File: src/rtl/ahb2apb_pkg.sv
// Shared types and constants for the AHB-to-APB bridge.
// Used by the slave interface decode and the APB controller.
package ahb2apb_pkg;

  typedef enum logic [2:0] {
    ST_IDLE     = 3'd0,
    ST_WWAIT    = 3'd1,
    ST_READ     = 3'd2,
    ST_RENABLE  = 3'd3,
    ST_WRITE    = 3'd4,
    ST_WENABLE  = 3'd5,
    ST_WRITEP   = 3'd6,
    ST_WENABLEP = 3'd7
  } state_t;

  localparam logic [2:0] SEL_P0 = 3'b001;
  localparam logic [2:0] SEL_P1 = 3'b010;
  localparam logic [2:0] SEL_P2 = 3'b100;

  localparam logic [31:0] MAP_P0_LO = 32'h8000_0000;
  localparam logic [31:0] MAP_P1_LO = 32'h8400_0000;
  localparam logic [31:0] MAP_P2_LO = 32'h8800_0000;
  localparam logic [31:0] MAP_HI    = 32'h8C00_0000;

  function automatic logic [2:0] decode_sel(input logic [31:0] addr);
    if (addr >= MAP_P0_LO && addr < MAP_P1_LO) return SEL_P0;
    if (addr >= MAP_P1_LO && addr < MAP_P2_LO) return SEL_P1;
    if (addr >= MAP_P2_LO && addr < MAP_HI)    return SEL_P2;
    return 3'b000;
  endfunction

endpackage

File: src/rtl/apb_controller.sv
// APB phase sequencer of the AHB-to-APB bridge.
// Posted writes plus one pending transfer behind an in-flight write.
module apb_controller
  import ahb2apb_pkg::*;
(
  input  logic        Hclk,
  input  logic        Hresetn,
  input  logic        valid,
  input  logic        Hwrite,
  input  logic [31:0] Haddr,
  input  logic [31:0] Hwdata,
  input  logic [2:0]  tempselx,
  output logic [2:0]  Pselx,
  output logic        Penable,
  output logic        Pwrite,
  output logic [31:0] Paddr,
  output logic [31:0] Pwdata,
  output logic        Hreadyout
);

  state_t      state;
  state_t      nxt;
  logic        accept;
  logic [31:0] addr_q;
  logic        wr_q;
  logic [2:0]  sel_q;

  logic [2:0]  sel_d;
  logic        en_d;
  logic        wr_d;
  logic [31:0] addr_d;
  logic [31:0] wdata_d;
  logic        rdy_d;

  assign accept = valid & Hreadyout;

  always_comb begin
    nxt = ST_IDLE;
    unique case (state)
      ST_IDLE, ST_RENABLE, ST_WENABLE: begin
        if (accept) nxt = Hwrite ? ST_WWAIT : ST_READ;
      end
      ST_WWAIT:    nxt = accept ? ST_WRITEP : ST_WRITE;
      ST_READ:     nxt = ST_RENABLE;
      ST_WRITE:    nxt = ST_WENABLE;
      ST_WRITEP:   nxt = ST_WENABLEP;
      ST_WENABLEP: nxt = wr_q ? ST_WRITE : ST_READ;
    endcase
  end

  // Outputs are registered: they take the value of the state being entered.
  always_comb begin
    sel_d   = Pselx;
    en_d    = 1'b0;
    wr_d    = Pwrite;
    addr_d  = Paddr;
    wdata_d = Pwdata;
    rdy_d   = 1'b1;
    unique case (nxt)
      ST_IDLE, ST_WWAIT: begin
        sel_d = 3'b000;
      end
      ST_READ: begin
        sel_d  = (state == ST_WENABLEP) ? sel_q : tempselx;
        addr_d = (state == ST_WENABLEP) ? addr_q : Haddr;
        wr_d   = 1'b0;
        rdy_d  = 1'b0;
      end
      ST_WRITE, ST_WRITEP: begin
        sel_d   = sel_q;
        addr_d  = addr_q;
        wdata_d = Hwdata;
        wr_d    = 1'b1;
        rdy_d   = 1'b0;
      end
      ST_RENABLE, ST_WENABLE: begin
        en_d = 1'b1;
      end
      ST_WENABLEP: begin
        en_d  = 1'b1;
        rdy_d = 1'b0;
      end
    endcase
  end

  always_ff @(posedge Hclk or negedge Hresetn) begin
    if (!Hresetn) begin
      state     <= ST_IDLE;
      Pselx     <= 3'b000;
      Penable   <= 1'b0;
      Pwrite    <= 1'b0;
      Paddr     <= 32'h0;
      Pwdata    <= 32'h0;
      Hreadyout <= 1'b1;
    end else begin
      state     <= nxt;
      Pselx     <= sel_d;
      Penable   <= en_d;
      Pwrite    <= wr_d;
      Paddr     <= addr_d;
      Pwdata    <= wdata_d;
      Hreadyout <= rdy_d;
    end
  end

  always_ff @(posedge Hclk or negedge Hresetn) begin
    if (!Hresetn) begin
      addr_q <= 32'h0;
      wr_q   <= 1'b0;
      sel_q  <= 3'b000;
    end else if (accept) begin
      addr_q <= Haddr;
      wr_q   <= Hwrite;
      sel_q  <= tempselx;
    end
  end

endmodule
File: config.mk
export PLATFORM = sky130hd
export DESIGN_NAME = apb_controller
export DESIGN_NICKNAME = d
export VERILOG_FILES = /design/src/rtl/ahb2apb_pkg.sv /design/src/rtl/apb_controller.sv
export SDC_FILE = /design/constraint.sdc
export NUM_CORES = 1
export LEC_CHECK = 0
export ABC_CLOCK_PERIOD_IN_PS = 1500
export CAP_MARGIN = 20
export CORE_MARGIN = 1.5
export CORE_UTILIZATION = 42
export DETAILED_ROUTE_END_ITERATION = 6
export GPL_ROUTABILITY_DRIVEN = 0
export MAX_ROUTING_LAYER = met4
export PLACE_DENSITY = 0.76
export SYNTH_ARGS = -nofsm -noshare
export SYNTH_HDL_FRONTEND = slang
export SYNTH_SLANG_ARGS = --single-unit
File: constraint.sdc
create_clock -name Hclk -period 1.5 [get_ports Hclk]
set_input_delay 0.3 -clock Hclk [delete_from_list [all_inputs] [get_ports Hclk]]
set_output_delay 0.3 -clock Hclk [all_outputs]
set_load 0.01 [all_outputs]
==> out/metrics.csv <==
metric,value,unit
layout_min_cycle_time,1568,ps
fmax,0.6378,GHz
drt_pass1_iterations,4,
combinationalPowerShare,0.486,
path_cells,buf_6 > o21ba_4 > nor3_4 > buf_6 > buf_8 > nand2_1 > a31oi_1,
layout_commonest_cell,dfrtp_1,
netlist_top_cells_area,"dfrtp_1 60%, mux2_2 14%, nand2_1 6.6%, a31oi_1 4.4%, nor2_1 2.9%",
nets,613,
r2r_slack,-70,ps
wl_per_cell,16.69,um
min_to,Pwdata[15]$_DFFE_PN0P_,
synthArstFlopShare,1.000,
p_int,8.475,mW
dieArea,0.01135,mm2
worstHoldPathType,flip-flop to flip-flop,
fin_crit_sh,1.045,
sw_frac_of_total,0.3606,
diodes,0,
critPathLaunchType,flip-flop,
dpl_cell_area,0.006221,mm2
port_buffers,140,
routed_wl,11400,um
yosys_warnings,0,
synth_cell_type_count,31,
synthToLayoutAreaGrowth,44.57,%
worst_pin_slew,408.1,ps
end_kind,flip-flop,
min_from,Pwdata[15]$_DFFE_PN0P_,
antenna_found_initial,0,
die_y,106.5,um
row_count,37,
r2r_cells,7,
placed_cells,657,
crit_type,flip-flop to flip-flop,
relSlewSlack,0.7279,
clk_latency,360,ps
seq_power_share,0.396,
clockBufferDepth,2,
synth_edf_count,0,
r2r_start,state[1]$_DFF_PN0_,
worstHoldPathCells,1,
cts_htree_levels,3,
grt.total_usage,0.2098,
yosysTopAreaCellShare,0.6002,
ys_ff_latch,109,
fin_cells,683,
slowest_stage,dfrtp_2,
arrival,1830,ps
grt_pass1_vias,3632,
slew_viol_final,0,
coreArea,0.01037,mm2
grt_max_degree,78,
vias,3538,
clkPwrFrac,0.118,
layout_common_cells,"105 x dfrtp_1, 73 x nand2_1, 69 x clkdlybuf4s50_1, 69 x dlygate4sd2_1, 56 x mux2_2",
synth_fp_nets,451,
drt_iter0_drc,123,
drive_above_1_share,0.2230,
fill_cells,848,
root_buffer,clkbuf_8,
synth_seq_area_share,0.6060,
slowest_delay,470,ps
cts_tree,done,
cp.required,1770,ps
vias_per_cell,5.180,
critical_path.startpoint,state[1]$_DFF_PN0_,
vdd.ir_drop.worst,0.0009595,V
rr_endpoint,Paddr[9]$_DFFE_PN0P_,
p_per_area,2036,mW/mm2
rsz0062_at_grt,yes,
max_cap_viol_count,0,
violations,negative setup slack,
path_clk_slew,100,ps
stdcell_area,0.006510,mm2
synthFlopType,dfrtp_1,
io_pins,141,
cts_buffers,9,
multi_input_area,0.001684,mm2
p_sw,4.781,mW
place_hpwl,7527,um
start_util,0.4342,
p_leak,2.879,nW
grt-ovfl-total,0,
die_w,106.5,um
timing.final.ws_setup,-67.81,ps
cpMostUsedCell,buf_6,
cts_sinks,109,
setup_viol,66,
drc_errors,0,
crit_path_max_fanout,7,
avgSynthCellArea,11.85,um2
hold_violations,0,
synthCells,380,
syn-cell-area,0.004503,mm2
synth_top_cell_by_area,dfrtp_1,
status,finished with violations,
ant_nets,0,
seq_area,0.002733,mm2
grt_pass1_wl,18030,um
skew,13.30,ps
## registers in the layout (all words and copies together) (netlist names)
signal and cells:
sel_q 3, state 3, Pwdata 32, addr_q 32, Hreadyout 1, wr_q 1
Pwrite 1, Pselx 3, Penable 1, Paddr 32
## metal layers
| layer | vias up | part of all wire | global-route usage |
|---|---|---|---|
| met5 | - | 0 | - |
| met4 | 0 | 0.0091 | 0.04476 |
| met3 | 8 | 0.071 | 0.06009 |
| met2 | 135 | 0.50 | 0.3571 |
| met1 | 1754 | 0.42 | 0.2492 |
| li1 | 1641 | - | - |
## cells by family (layout without fill, tap and decap cells)
kind of cell / Yosys count / count (layout) / synth area share
buffers and inverters: 25 / 192 / 0.03001
AND/OR/NAND/NOR: 123 / 123 / 0.1100
multiplexers: 67 / 67 / 0.1675
flip-flops: 109 / 109 / 0.6060
AO/OA/AOI/OAI: 56 / 56 / 0.08642
## worst max-delay path, delay by kind of cell (launching register included)
| kind | cells | cell delay, ps |
|---|---|---|
| DFF | 1 | 470 |
| buffers and inverters | 3 | 390 |
| AOI/OAI and AO/OA | 2 | 400 |
| and+or+nand+nor | 2 | 220 |
## power groups by stage
stage          clock (mW)  sequential [mW]  combinational [mW]
6_report             1.57             5.25                6.44
5_1_grt              1.77             5.42                6.99
4_1_cts              1.63             5.24                6.37
3_5_place_dp            0             5.31                6.57
3_3_place_gp            0             5.23                6.35
2_1_floorplan           0             5.60                2.94
## Yosys cell counts (2+ instances only)
library cell and instances:
o2bb2ai_1 3, clkbuf_1 8, nand2_1 79, buf_6 3
o221ai_1 3, dfrtp_1 108, a32oi_1 3, a31oi_1 32
and3_1 2, mux2_2 56, buf_2 12, mux2_1 11
o21ai_2 3, o21ai_0 5, a21oi_1 2, nor2_1 35
## through the flow
step / setup slack (ps) / utilization / setup TNS [ps] / total power, mW / hold WS (ps)
floorplan: 36.63 / - / 0 / 8.536 / 4.409
global placement: -207.9 / 0.5999 / -12000 / 11.58 / 358.0
detailed placement: -266.3 / 0.5999 / -14040 / 11.88 / 362.6
CTS: -80.71 / 0.6228 / -1545 / 13.24 / 500.0
global route: -175.7 / 0.6278 / -6481 / 14.18 / 502.5
finish: -67.81 / 0.6278 / -1945 / 13.26 / 492.2
## how the worst max path moves through the flow
stage	endpoint
after global placement	Paddr[20]$_DFFE_PN0P_
after detailed placement	Paddr[9]$_DFFE_PN0P_
final	Paddr[9]$_DFFE_PN0P_
after global routing	Paddr[24]$_DFFE_PN0P_
after CTS	Paddr[9]$_DFFE_PN0P_
after floorplan	Pwdata[21]$_DFFE_PN0P_
## repair_timing
item | in CTS | in global routing
gates resized for setup | 91 | 4
gates cloned | 3 | 2
endpoints found under the setup margin | 116 | 68
pin swaps | 7 | 5
hold buffers | 1 | 0
setup buffers | 4 | 0
endpoints found under the hold margin | 108 | 0
## layout make-up
type | instances | share of cell area
flip-flops and latches | 109 | 0.4198
inverters | 1 | 0.0005766
repair buffers | 175 | 0.2691
clock buffers | 12 | 0.02076
well taps | 136 | 0.02614
multi-input cells | 246 | 0.2587
clock inverters | 4 | 0.004997
No activity file was read; power rests on OpenSTA's default activity.
